===== config.mk =====
export PLATFORM = sky130hd
export DESIGN_NAME = car_sensor_gen
export DESIGN_NICKNAME = d
export VERILOG_FILES = /design/src/rtl/car_sensor_pkg.sv /design/src/rtl/phase_timer.sv /design/src/rtl/car_sensor_gen.sv
export SDC_FILE = /design/constraint.sdc
export NUM_CORES = 1
export LEC_CHECK = 0
export CAP_MARGIN = 30
export CORE_MARGIN = 2
export CORE_UTILIZATION = 60
export CTS_CLUSTER_DIAMETER = 80
export CTS_CLUSTER_SIZE = 30
export DETAILED_ROUTE_END_ITERATION = 8
export PLACE_DENSITY = 0.92
export SYNTH_ARGS = -nofsm -noshare
export SYNTH_HDL_FRONTEND = slang
export SYNTH_SLANG_ARGS = --single-unit

===== constraint.sdc =====
create_clock -name clk -period 4.25 [get_ports clk]
set_clock_uncertainty 0.1 [all_clocks]
set_input_delay 0.85 -clock clk [delete_from_list [all_inputs] [get_ports clk]]
set_output_delay 0.85 -clock clk [all_outputs]
set_load 0.05 [all_outputs]

===== src/rtl/car_sensor_pkg.sv =====
`default_nettype none
// ============================================================================
// Module      : car_sensor_pkg
// Description : Shared definitions for the car sensor-pattern generator:
//               FSM state encoding, beam patterns per phase and the
//               direction encoding, plus a pattern lookup helper.
// Revision    : 1.0 - initial release
// ============================================================================
package car_sensor_pkg;

    // FSM state encoding
    localparam logic [1:0] ST_IDLE = 2'd0;
    localparam logic [1:0] ST_PH1  = 2'd1;
    localparam logic [1:0] ST_PH2  = 2'd2;
    localparam logic [1:0] ST_PH3  = 2'd3;

    // Direction encoding of the dir input
    localparam logic DIR_ENTRY = 1'b0;
    localparam logic DIR_EXIT  = 1'b1;

    // {a,b} per phase; consecutive phases differ in one bit only
    localparam logic [1:0] ENTRY_PAT [1:3] = '{2'b10, 2'b11, 2'b01};
    localparam logic [1:0] EXIT_PAT  [1:3] = '{2'b01, 2'b11, 2'b10};

    // {a,b} for a given direction and state; IDLE is always 00
    function automatic logic [1:0] phase_pat(input logic dir_i, input logic [1:0] st);
        logic [1:0] pat;
        pat = 2'b00;
        case (st)
            ST_PH1:  pat = (dir_i == DIR_EXIT) ? EXIT_PAT[1] : ENTRY_PAT[1];
            ST_PH2:  pat = (dir_i == DIR_EXIT) ? EXIT_PAT[2] : ENTRY_PAT[2];
            ST_PH3:  pat = (dir_i == DIR_EXIT) ? EXIT_PAT[3] : ENTRY_PAT[3];
            default: pat = 2'b00;
        endcase
        return pat;
    endfunction

endpackage
`default_nettype wire


===== src/rtl/phase_timer.sv =====
`default_nettype none
// ============================================================================
// Module      : phase_timer
// Description : Loadable down-counter holding the remaining dwell of the
//               current phase. Counts down to zero and stops there.
// Ports       : clk      - clock, rising edge
//               rst_n    - asynchronous active-low reset
//               load     - load load_val on the next edge (wins over count)
//               load_val - value to load
//               val      - current count
//               zero     - count is zero
// Revision    : 1.0 - initial release
// ============================================================================
module phase_timer #(
    parameter int WIDTH = 8
) (
    input  logic             clk,
    input  logic             rst_n,
    input  logic             load,
    input  logic [WIDTH-1:0] load_val,
    output logic [WIDTH-1:0] val,
    output logic             zero
);

    localparam logic [WIDTH-1:0] c_one = {{(WIDTH-1){1'b0}}, 1'b1};

    logic [WIDTH-1:0] r_val;

    always_ff @(posedge clk or negedge rst_n) begin
        if (!rst_n) begin
            r_val <= '0;
        end else if (load) begin
            r_val <= load_val;
        end else if (r_val != '0) begin
            r_val <= r_val - c_one;
        end
    end

    assign val  = r_val;
    assign zero = (r_val == '0);

endmodule
`default_nettype wire


===== src/rtl/car_sensor_gen.sv =====
`default_nettype none
// ============================================================================
// Module      : car_sensor_gen
// Description : Drives the a/b beam-sensor lines through one complete car
//               entry or exit sequence on request, holding each phase for a
//               programmable number of cycles.
// Ports       : clk   - clock, rising edge
//               reset - asynchronous active-low reset
//               start - request one car pass (sampled in IDLE only)
//               dir   - 0 entry, 1 exit (latched with start)
//               dwell - cycles per phase, 0 behaves as 1 (latched with start)
//               abort - cancel the sequence in progress
//               a, b  - outer / inner beam sensor lines (registered)
//               busy  - sequence in progress (registered)
//               done  - one-cycle pulse on normal completion (registered)
// Revision    : 1.0 - initial release
// ============================================================================
module car_sensor_gen
    import car_sensor_pkg::*;
#(
    parameter int DWELL_W = 8
) (
    input  logic               clk,
    input  logic               reset,
    input  logic               start,
    input  logic               dir,
    input  logic [DWELL_W-1:0] dwell,
    input  logic               abort,
    output logic               a,
    output logic               b,
    output logic               busy,
    output logic               done
);

    localparam logic [DWELL_W-1:0] c_one = {{(DWELL_W-1){1'b0}}, 1'b1};

    logic [1:0]         r_state;
    logic               r_dir;
    logic [DWELL_W-1:0] r_d;

    logic [DWELL_W-1:0] w_dwell_eff;
    logic [1:0]         w_next_phase;
    logic               w_load;
    logic [DWELL_W-1:0] w_load_val;
    logic               w_zero;
    logic [DWELL_W-1:0] w_timer_val;

    // Timer reloads on start and on each phase advance; in between it
    // counts down by itself, so the FSM only has to watch the zero flag.
    always_comb begin
        w_dwell_eff  = (dwell == '0) ? c_one : dwell;
        w_next_phase = r_state + 2'd1;
        w_load       = 1'b0;
        w_load_val   = '0;
        if (r_state == ST_IDLE) begin
            if (start) begin
                w_load     = 1'b1;
                w_load_val = w_dwell_eff - c_one;
            end
        end else if (!abort && w_zero && (r_state != ST_PH3)) begin
            w_load     = 1'b1;
            w_load_val = r_d - c_one;
        end
    end

    phase_timer #(
        .WIDTH (DWELL_W)
    ) u_phase_timer (
        .clk      (clk),
        .rst_n    (reset),
        .load     (w_load),
        .load_val (w_load_val),
        .val      (w_timer_val),
        .zero     (w_zero)
    );

    always_ff @(posedge clk or negedge reset) begin
        if (!reset) begin
            r_state <= ST_IDLE;
            r_dir   <= DIR_ENTRY;
            r_d     <= c_one;
            a       <= 1'b0;
            b       <= 1'b0;
            busy    <= 1'b0;
            done    <= 1'b0;
        end else begin
            done <= 1'b0;
            if (r_state == ST_IDLE) begin
                if (start) begin
                    r_dir   <= dir;
                    r_d     <= w_dwell_eff;
                    r_state <= ST_PH1;
                    {a, b}  <= phase_pat(dir, ST_PH1);
                    busy    <= 1'b1;
                end
            end else if (abort) begin
                // Abort wins over timer expiry; both lines may drop at once
                r_state <= ST_IDLE;
                {a, b}  <= 2'b00;
                busy    <= 1'b0;
            end else if (w_zero) begin
                if (r_state == ST_PH3) begin
                    r_state <= ST_IDLE;
                    {a, b}  <= 2'b00;
                    busy    <= 1'b0;
                    done    <= 1'b1;
                end else begin
                    r_state <= w_next_phase;
                    {a, b}  <= phase_pat(r_dir, w_next_phase);
                end
            end
        end
    end

endmodule
`default_nettype wire


==> reports/summary.txt, run 1 <==
Outcome - completed
Post-CTS setup buffer count - 0
IR drop worst, VDD - 0.528 mV
Via count - 1285
Maximum clock path buffer count - 2
Clock Sink Count - 23
Power per unit of standard cell area - 661 nW/um2
Count of flip-flops with a built-in enable after synthesis - 0
Worst skew pair latency - 0.32 ns
Clock buffers created by TritonCTS - 3
Worst slew margin relative to its limit - 0.578
Most common cell after layout, fill and taps aside - nand2_1
Clock edge transition at the registers on the reported setup and hold paths - 0.12 ns
Number of levels in the clock H-tree - 1
Core region area - 2430 um2
Synthesis warning total - 0
CP endpoint kind - flip-flop
Routed Wire Length - 3250 um
CTS root buffer - clkbuf_4
Fraction of registers with async set/reset - 1.00
DR DRC count - 0
Worst R2R Path Depth - 6
Global-route wire length before repair - 5290 um
Post-Syn Area per Cell - 9.08 um2
Clock period minus final worst setup slack - 2.77 ns
Syn Inst Count - 168
Compound-gate portion of the synthesized area - 0.173
Count of state elements after synthesis - 23
Number of resized instances in the post-cts repair step - 0
Start-to-end type of the worst setup path - input pin to flip-flop
Crit path required time - 4.34 ns
Final max-slew violation count - 0
Largest net degree at the start of global routing - 21
Post-Synthesis Net Count - 189
Total standard cell area after synthesis - 1530 um2
Area share of fa/ha/maj cells after synthesis - 0.0656
Proportion of synthesized chip area in sequential cells - 0.378
Family with the most delay on the worst path - simple AND/OR/NAND/NOR gates
Number of cells traversed by the worst hold path - 1
Routed vias/inst - 6.03
Global router's overall resource usage - 0.255
Number of global-route vias before repair - 1254
Unrepaired setup endpoints after global routing - no
Global-route congestion overflow total - 0
R2R Path End - b
Leading cell types in the layout, fill and taps excluded - 32 x nand2_1, 22 x dfrtp_1, 16 x clkdlybuf4s50_1
Ordered cell list for the critical path - clkdlybuf4s50_1, nor4_1, a21oi_1, ha_1, nor3b_1, nand2_1, xor2_1, o221ai_1
Detailed-router iteration count before antenna repair - 4
Drt initial violations - 46
Last weighted congestion value of the routability-driven placer - 0.864
Worst Max-Slew Pin Slew - 0.632 ns
Source of the worst hold timing path - b
Fraction of the mapped netlist area in simple logic gates - 0.257
Number of antenna violations at the first check in global routing - 0
Type of the tightest min-delay check - flip-flop to flip-flop
Area enclosed by the die boundary - 2960 um2
Die Height - 54.4 um
Post-DP HPWL - 2480 um
Setup TNS - 0 ns
Destination of the worst hold path - b
Leakage power of the design - 0.736 nW
Data arrival at the endpoint of the critical path - 2.85 ns
Dominant cells by area after synthesis - dfrtp_1 36%, nand2_1 7.9%, ha_1 6.6%, xnor2_1 4.6%, o221ai_1 2.9%
Most used flip-flop cell after synthesis - dfrtp_1
Final antenna-violating net count - 0
Number of placement rows - 18
Cell type with the highest aggregate area in the netlist - dfrtp_1
Total of endpoints with negative setup slack in the final report - 0
Xor-xnor portion of the synthesized cell area - 0.0689
Routed wire length per instance - 15.3 um
Sum of buffers and inverters on the critical path - 1
Main combinational cell family by area after synthesis - simple AND/OR/NAND/NOR gates
Total of buffers placed on input and output ports - 16
Portion of netlist area occupied by mux cells - 0.0213
Maximum fanout encountered on the critical timing path - 6
Launching element type of the critical path - input pin
Quantity of hold-fixing buffers added after cts - 0
Initial cell density of the core - 0.627
Count of endpoints failing hold in the final timing report - 0
Diodes inserted - 0
Top-level port count - 17
Largest stage delay on the critical path - 0.52 ns
Proportion of netlist area held by the largest area contributor - 0.361
Worst setup slack for register-to-register paths - 2.17 ns
Count of different cell masters after synthesis - 46
Share of cells above drive strength 1 - 0.0710
Final worst-path cycle share - 0.651
CTS tree - done
# Max-Cap Violations - 0
Max frequency - 362 MHz
Layout overhead on the synthesized area - 14.0%
Fin nets - 205
Width of the chip - 54.4 um
Cell at the slowest stage of the critical path - clkdlybuf4s50_1
Final cell utilization of the core - 0.715
R2R Path Start - u_phase_timer.val[0]
## final cells by class
cell class | count | area (um2)
clock buffers | 4 | 26.3
fillers | 176 | 693
inverters | 8 | 30.0
multi-input cells | 131 | 893
flip-flops and latches | 23 | 577
well taps | 30 | 37.5
repair buffers | 17 | 175
## registers in the layout, indices dropped and copies added, names as in the netlist
| signal | cells |
|---|---|
| r_d | 8 |
| u_phase_timer.val | 8 |
| r_state | 2 |
| a | 1 |
| b | 1 |
| busy | 1 |
| done | 1 |
| r_dir | 1 |
## worst max-delay path by stage
stage,start,end,slack [ns],depth (start not counted)
floorplan,dwell[4],u_phase_timer.val[6],1.95,7
global placement,dwell[4],u_phase_timer.val[6],1.32,8
detailed placement,dwell[4],u_phase_timer.val[6],1.16,8
CTS,dwell[4],u_phase_timer.val[6],1.50,8
global route,dwell[4],u_phase_timer.val[6],1.40,8
finish,dwell[4],u_phase_timer.val[6],1.48,8
## worst reg2reg max path: stages (launching register included)
cell and delay, ns:
dfrtp_1 0.47, inv_1 0.09, ha_1 0.22, nor4b_4 0.45, nand2_4 0.13, o2bb2ai_2 0.18
mux2_1 0.32
## metrics by stage
stage                     power, mW  hold WS [ns]  setup WS [ns]  std cells  instance area, um2
after floorplan               0.886         0.367           1.95        168                1530
after global placement         1.00         0.376           1.32        208                1700
after detailed placement       1.04         0.389           1.16        209                1710
after CTS                      1.15         0.418           1.50        213                1740
after global routing           1.23         0.431           1.40        213                1740
final                          1.15         0.416           1.48        213                1740
## synthesized netlist by cell type (all sizes together), types with 4 or more instances
master / number
nor2: 10
clkbuf: 5
nor4: 4
nand2: 33
a21oi: 4
o221ai: 5
nor3: 8
o21ai: 8
ha: 8
inv: 8
xnor2: 8
xor2: 4
dfrtp: 22
## cells by family (layout without fill, tap and decap cells)
| family | Yosys count | in the layout |
|---|---|---|
| compound gates | 37 | 37 |
| fa+ha+maj | 8 | 8 |
| buf+inv | 14 | 29 |
| flops | 23 | 23 |
| simple gates | 71 | 71 |
| mux | 3 | 3 |
| xor+xnor | 12 | 12 |
## where the power goes
| group | internal, mW | switching [mW] | leakage (nW) |
|---|---|---|---|
| clock network | 0.0368 | 0.0669 | 0.0150 |
| logic | 0.256 | 0.333 | 0.440 |
| registers | 0.323 | 0.133 | 0.282 |
| total | 0.616 | 0.533 | 0.736 |
## per-layer routing
layer  GRT usage  wire length, um  up-vias  part of all wire
met3      0.0601              138        5             0.042
met5           0                0        -                 0
li1            -                -      627                 -
met1       0.333             1470      617              0.45
met2       0.404             1600       36              0.49
met4       0.108               46        0             0.014
Power figures use the tool's default switching activity.
==> run 2, diff against run 1 <==
--- a/config.mk
+++ b/config.mk
@@ -7,11 +7,11 @@
 export LEC_CHECK = 0
 export CAP_MARGIN = 30
 export CORE_MARGIN = 2
-export CORE_UTILIZATION = 60
+export CORE_UTILIZATION = 50
 export CTS_CLUSTER_DIAMETER = 80
 export CTS_CLUSTER_SIZE = 30
 export DETAILED_ROUTE_END_ITERATION = 8
-export PLACE_DENSITY = 0.92
+export PLACE_DENSITY = 0.83
 export SYNTH_ARGS = -nofsm -noshare
 export SYNTH_HDL_FRONTEND = slang
 export SYNTH_SLANG_ARGS = --single-unit
==> constraint.sdc (replaced) <==
create_clock -name clk -period 2.4 [get_ports clk]
set_clock_uncertainty 0.1 [all_clocks]
set_input_delay 0.48 -clock clk [delete_from_list [all_inputs] [get_ports clk]]
set_output_delay 0.48 -clock clk [all_outputs]
set_load 0.05 [all_outputs]
==> run 2 against run 1 <==
Die area is 18% higher. Non-clock buffer count is 9 higher. Via count is 1.4% higher. Combinational power is 85% higher. Global-route usage is 3.4 points lower. Final cell count is 5.6% higher. Sequential share of layout area is 1.2 points lower. Critical path depth stayed put. Total power is 80% higher. Count of clock-buffer cells in the layout stayed put. Critical path type unchanged. Largest power group unchanged. Highest routed layer unchanged.
==> reports/summary.txt, run 2 (same netlist as run 1, synthesis figures left out) <==
Outcome - completed (unchanged)
Fin worst setup slack - 0.149 ns (was 1.48 ns)
Number of resized instances in the post-cts repair step - 0 (unchanged)
Cell at the slowest stage of the critical path - clkdlybuf4s50_1 (unchanged)
Crit path required time - 2.48 ns (was 4.34 ns)
Worst skew pair latency - 0.31 ns (was 0.32 ns)
Worst Max-Slew Pin Slew - 0.602 ns (was 0.632 ns)
Top-level port count - 17 (unchanged)
Number of placement rows - 20 (was 18)
Final worst-path cycle share - 0.938
Routed wire length per instance - 15.1 um (was 15.3 um)
Area enclosed by the die boundary - 3510 um2 (was 2960 um2)
Layout filler cell count - 250 (was 176)
Width of the chip - 59.2 um (was 54.4 um)
Type of the tightest min-delay check - input pin to asynchronous set/reset pin (was flip-flop to flip-flop)
Count of endpoints failing hold in the final timing report - 0 (unchanged)
Unrepaired setup endpoints after global routing - no (unchanged)
Largest stage delay on the critical path - 0.49 ns (was 0.52 ns)
Clock period minus final worst setup slack - 2.25 ns
Launching element type of the critical path - input pin (unchanged)
Largest net degree at the start of global routing - 24 (was 21)
Initial cell density of the core - 0.512 (was 0.627)
CTS tree - done (unchanged)
Post-layout power - 2.07 mW (was 1.15 mW)
Cell Count Post-Placement - 221 (was 209)
Post-DP HPWL - 2680 um (was 2480 um)
Final max-slew violation count - 0 (unchanged)
Final antenna-violating net count - 0 (unchanged)
Worst setup slack for register-to-register paths - 0.32 ns (was 2.17 ns)
Quantity of hold-fixing buffers added after cts - 0 (unchanged)
Number of antenna violations at the first check in global routing - 0 (unchanged)
Routed vias/inst - 5.79 (was 6.03)
Clock Sink Count - 23 (unchanged)
Ordered cell list for the critical path - clkdlybuf4s50_1, nor4_1, a21oi_1, ha_1, nor3b_1, nand2_1, xor2_1, o221ai_1 (unchanged)
Leakage power of the design - 0.778 nW (was 0.736 nW)
Setup TNS - 0 ns (unchanged)
Via count - 1303 (was 1285)
Family with the most delay on the worst path - simple AND/OR/NAND/NOR gates (unchanged)
Global router's overall resource usage - 0.221 (was 0.255)
Number of levels in the clock H-tree - 1 (unchanged)
Hold Worst Slack - 0.401 ns (was 0.416 ns)
Post-route insts no fill - 225 (was 213)
Fin nets - 214 (was 205)
Total of buffers placed on input and output ports - 16 (unchanged)
Total of endpoints with negative setup slack in the final report - 0 (unchanged)
Post-CTS setup buffer count - 0 (unchanged)
Number of global-route vias before repair - 1277 (was 1254)
Clock buffers created by TritonCTS - 3 (unchanged)
Core region area - 2980 um2 (was 2430 um2)
Most common cell after layout, fill and taps aside - nand2_1 (unchanged)
Worst slew margin relative to its limit - 0.597 (was 0.578)
Die Height - 59.2 um (was 54.4 um)
Leading cell types in the layout, fill and taps excluded - 32 x nand2_1, 22 x dfrtp_1, 16 x clkdlybuf4s50_1 (unchanged)
Detailed-router iteration count before antenna repair - 4 (unchanged)
Diodes inserted - 0 (unchanged)
Maximum clock path buffer count - 2 (unchanged)
Routed Wire Length - 3400 um (was 3250 um)
Max frequency - 444 MHz
Last weighted congestion value of the routability-driven placer - 0.845 (was 0.864)
Worst slack at placement - -0.189 ns (was 1.16 ns)
Global-route congestion overflow total - 0 (unchanged)
Maximum fanout encountered on the critical timing path - 5 (was 6)
Layout overhead on the synthesized area - 18.2% (was 14.0%)
Share of cells above drive strength 1 - 0.115 (was 0.0710)
Drt initial violations - 66 (was 46)
Data arrival at the endpoint of the critical path - 2.33 ns (was 2.85 ns)
Sum of buffers and inverters on the critical path - 1 (unchanged)
DR DRC count - 0 (unchanged)
Start-to-end type of the worst setup path - input pin to flip-flop (unchanged)
CP endpoint kind - flip-flop (unchanged)
Clock edge transition at the registers on the reported setup and hold paths - 0.12 ns (about the same)
Global-route wire length before repair - 5780 um (was 5290 um)
Power per unit of standard cell area - 1150 nW/um2 (was 661 nW/um2)
IR drop worst, VDD - 0.622 mV (was 0.528 mV)
CTS root buffer - clkbuf_4 (unchanged)
# Max-Cap Violations - 0 (unchanged)
[run 2: cell types whose count changed in the layout (fill, tap and decap cells not counted)]
cell	previous run	this run
buf_4	0	10
buf_8	1	0
[run 2: metal layers]
metal / GRT usage / part of all wire
met3: 0.0262 / 0.038
met2: 0.345 / 0.49
met1: 0.304 / 0.45
met4: 0.104 / 0.019
met5: 0 / 0
[run 2: stage by stage]
| step | utilization | cell area [um2] |
|---|---|---|
| floorplan | - | 1530 |
| CTS | 0.605 | 1800 |
| detailed placement | 0.597 | 1780 |
| global route | 0.605 | 1800 |
| global placement | 0.597 | 1780 |
| finish | 0.605 | 1800 |
[run 2: path summary, 6_finish.rpt]
check / start / endpoint / depth (start not counted)
max: dwell[1] / u_phase_timer.val[6] / 8
min: reset / r_d[6] / 2
max reg2reg: u_phase_timer.val[0] / a / 6
min reg2reg: b / b / 1
max in group asynchronous: reset / r_d[0] / 2
min in group clk: b / b / 1
[run 2: final cells by class]
type / count / area (um2) / area share
Clock buffer: 4 / 26.3 / 0.0146
Inverter: 8 / 30.0 / 0.0167
Multi-Input combinational cell: 131 / 893 / 0.495
Sequential cell: 23 / 577 / 0.320
Tap cell: 33 / 41.3 / 0.0229
Timing Repair Buffer: 26 / 235 / 0.130
[run 2: power breakdown]
group / leakage (nW) / total [mW] / switching [mW] / internal, mW
logic: 0.481 / 1.09 / 0.610 / 0.478
registers: 0.282 / 0.807 / 0.234 / 0.573
clock network: 0.0150 / 0.179 / 0.115 / 0.0650
total: 0.778 / 2.07 / 0.959 / 1.12
[run 2: worst register-to-register path, cell delays in order, from the launching register on]
cell       delay, ns
dfrtp_1         0.47
inv_1           0.09
ha_1            0.22
nor4b_4         0.45
nand2_4         0.14
o2bb2ai_2       0.19
mux2_1          0.32
==> run 3, diff against run 2 <==
--- a/config.mk
+++ b/config.mk
@@ -7,11 +7,13 @@
 export LEC_CHECK = 0
 export CAP_MARGIN = 30
 export CORE_MARGIN = 2
-export CORE_UTILIZATION = 50
+export CORE_UTILIZATION = 56
+export CTS_BUF_LIST = sky130_fd_sc_hd__clkbuf_4 sky130_fd_sc_hd__clkbuf_8 sky130_fd_sc_hd__clkbuf_16
 export CTS_CLUSTER_DIAMETER = 80
 export CTS_CLUSTER_SIZE = 30
 export DETAILED_ROUTE_END_ITERATION = 8
-export PLACE_DENSITY = 0.83
+export DONT_BUFFER_PORTS = 1
+export PLACE_DENSITY = 0.82
 export SYNTH_ARGS = -nofsm -noshare
 export SYNTH_HDL_FRONTEND = slang
 export SYNTH_SLANG_ARGS = --single-unit
==> run 3 against run 2 <==
Global-route usage increased by 1.4 points. Maximum frequency increased by 5.6%. Via count decreased by 1.7%. Utilization increased by 3.3 points. Sequential share of layout area increased by 3.8 points. Worst setup slack improved by 0.12 ns. Critical path depth decreased by 2. First-iteration DRC count decreased by 17%. Sequential power increased by 12%. Critical endpoint is now u_phase_timer.val[1].
==> reports/summary.txt, run 3 (same netlist as run 1, synthesis figures left out) <==
Number of levels in the clock H-tree - 1 (unchanged)
Layout overhead on the synthesized area - 5.58% (was 18.2%)
Share of total power in sequential cells - 0.458 (was 0.389)
Worst slack at placement - 0.282 ns (was -0.189 ns)
CTS tree - done (unchanged)
Outcome - completed (unchanged)
NetSw - 0.941 mW (was 0.959 mW)
Max frequency - 469 MHz (was 444 MHz)
Leakage power of the design - 0.691 nW (was 0.778 nW)
Post-layout power - 1.98 mW (was 2.07 mW)
Launching element type of the critical path - flip-flop (was input pin)
Fin worst setup slack - 0.269 ns (was 0.149 ns)
Crit path required time - 2.50 ns (was 2.48 ns)
FF+latch area - 577 um2 (unchanged)
Number of antenna violations at the first check in global routing - 0 (unchanged)
Combined area of the multi-input logic cells - 893 um2 (unchanged)
Maximum clock path buffer count - 2 (unchanged)
Routed Wire Length - 3460 um (was 3400 um)
Post-DP HPWL - 2590 um (was 2680 um)
Die Height - 56.2 um (was 59.2 um)
Clock network fraction of design power - 0.094 (was 0.087)
Top-level port count - 17 (unchanged)
Power per unit of standard cell area - 1230 nW/um2 (was 1150 nW/um2)
Clock edge transition at the registers on the reported setup and hold paths - 0.14 ns (was 0.12 ns)
Type of the tightest min-delay check - input pin to flip-flop (was input pin to asynchronous set/reset pin)
Final worst-path cycle share - 0.888 (was 0.938)
Number of placement rows - 18 (was 20)
Drt initial violations - 55 (was 66)
Clock period minus final worst setup slack - 2.13 ns (was 2.25 ns)
Largest stage delay on the critical path - 0.57 ns (was 0.49 ns)
DR DRC count - 0 (unchanged)
Clock buffers created by TritonCTS - 3 (unchanged)
Most common cell after layout, fill and taps aside - nand2_1 (unchanged)
Cell at the slowest stage of the critical path - and2_1 (was clkdlybuf4s50_1)
Clock Sink Count - 23 (unchanged)
Combinational Power Share - 0.448 (was 0.525)
Share of cells above drive strength 1 - 0.0888 (was 0.115)
Routed wire length per instance - 17.4 um (was 15.1 um)
CP endpoint kind - flip-flop (unchanged)
Ordered cell list for the critical path - inv_1, ha_1, and2_1, nor3_1, o21ai_0, o221ai_1 (was clkdlybuf4s50_1, nor4_1, a21oi_1, ha_1, nor3b_1, nand2_1, xor2_1, o221ai_1)
WL met2 - 1730 um (was 1680 um)
Leading cell types in the layout, fill and taps excluded - 32 x nand2_1, 22 x dfrtp_1, 10 x nor2_1 (was 32 x nand2_1, 22 x dfrtp_1, 16 x clkdlybuf4s50_1)
Start-to-end type of the worst setup path - flip-flop to flip-flop (was input pin to flip-flop)
Layout filler cell count - 210 (was 250)
Initial cell density of the core - 0.605 (was 0.512)
Met1 routed wirelength after detailed routing - 1460 um (was 1520 um)
Core region area - 2520 um2 (was 2980 um2)
Worst Max-Slew Pin Slew - 0.603 ns (was 0.602 ns)
Post-CTS setup buffer count - 0 (unchanged)
CTS root buffer - clkbuf_4 (unchanged)
Fin nets - 191 (was 214)
Final max-slew violation count - 0 (unchanged)
Maximum fanout encountered on the critical timing path - 15 (was 5)
Global router's overall resource usage - 0.234 (was 0.221)
Largest net degree at the start of global routing - 24 (unchanged)
Detailed-router iteration count before antenna repair - 4 (unchanged)
Quantity of hold-fixing buffers added after cts - 1 (was 0)
Worst slew margin relative to its limit - 0.598 (was 0.597)
Width of the chip - 56.2 um (was 59.2 um)
Routed vias/inst - 6.44 (was 5.79)
Total of buffers placed on input and output ports - 0 (was 16)
# Max-Cap Violations - 0 (unchanged)
Cell-internal power - 1.04 mW (was 1.12 mW)
Net Sw Frac - 0.475 (was 0.462)
Diodes inserted - 0 (unchanged)
Final antenna-violating net count - 0 (unchanged)
Post-route standard cell area excluding fillers - 1610 um2 (was 1800 um2)
IR drop worst, VDD - 0.877 mV (was 0.622 mV)
Number of global-route vias before repair - 1276 (was 1277)
Global-route congestion overflow total - 0 (unchanged)
Area enclosed by the die boundary - 3160 um2 (was 3510 um2)
Family with the most delay on the worst path - simple AND/OR/NAND/NOR gates (unchanged)
Count of endpoints failing hold in the final timing report - 0 (unchanged)
Via count - 1281 (was 1303)
Total of endpoints with negative setup slack in the final report - 0 (unchanged)
Setup TNS - 0 ns (unchanged)
Top metal layer carrying routed signals - met4 (unchanged)
Last weighted congestion value of the routability-driven placer - 0.930 (was 0.845)
Number of resized instances in the post-cts repair step - 0 (unchanged)
Global-route wire length before repair - 5930 um (was 5780 um)
Unrepaired setup endpoints after global routing - no (unchanged)
Sum of met3 wire segment lengths after detailed routing - 237 um (was 128 um)
Data arrival at the endpoint of the critical path - 2.23 ns (was 2.33 ns)
Sum of buffers and inverters on the critical path - 1 (unchanged)
Cell Area, Placed - 1550 um2 (was 1780 um2)
Worst skew pair latency - 0.32 ns (was 0.31 ns)
==> run 3: changes by cell type in the layout (fill, tap and decap cells not counted), sizes merged <==
cell,change
clkinv,+1
clkbuf,-1
buf,-8
clkdlybuf4s50,-16
dlygate4sd3,+1
==> run 3: stage by stage <==
step | hold WS, ns | cells | utilization
5_1_grt | 0.140 | 199 | 0.638
3_3_place_gp | 0.0851 | 193 | 0.613
3_5_place_dp | 0.0851 | 193 | 0.613
4_1_cts | 0.147 | 198 | 0.627
2_1_floorplan | 0.0844 | 168 | -
6_report | 0.152 | 199 | 0.638
==> run 3: power groups by stage <==
stage | Clock (mW) | Sequential (mW) | Combinational (mW)
final | 0.186 | 0.907 | 0.887
after global routing | 0.200 | 0.940 | 0.997
after CTS | 0.189 | 0.902 | 0.881
after detailed placement | 0 | 0.911 | 0.864
after global placement | 0 | 0.890 | 0.823
after floorplan | 0 | 0.851 | 0.718
==> run 3: cell type report <==
type / instances / share of cell area
timing repair buffer: 3 / 0.0280
multi-input combinational: 131 / 0.555
sequential: 23 / 0.358
inverter: 8 / 0.0186
clock buffer: 3 / 0.0140
clock inverter: 1 / 0.00311
tap: 30 / 0.0233
==> run 3: final timing paths <==
check                      startpoint              endpoint  slack [ns]  depth (start not counted)
setup / recovery           r_state[0]  u_phase_timer.val[1]        0.27                          6
hold / removal                    dir                 r_dir        0.15                          2
setup reg to reg           r_state[0]  u_phase_timer.val[1]        0.27                          6
hold reg to reg                r_d[7]                r_d[7]        0.43                          2
max in group asynchronous       reset                r_d[0]        1.35                          2
min in group asynchronous       reset            r_state[0]        0.37                          1
==> run 3: worst reg2reg max path, stage by stage (launching register included) <==
cell,delay (ns)
dfrtp_1,0.45
inv_1,0.13
ha_1,0.33
and2_1,0.57
nor3_1,0.12
o21ai_0,0.18
o221ai_1,0.13
==> run 3: metal layers <==
layer	up-vias	global-route usage
met5	-	0
met1	619	0.304
met4	0	0.0578
li1	608	-
met2	48	0.407
met3	6	0.0372
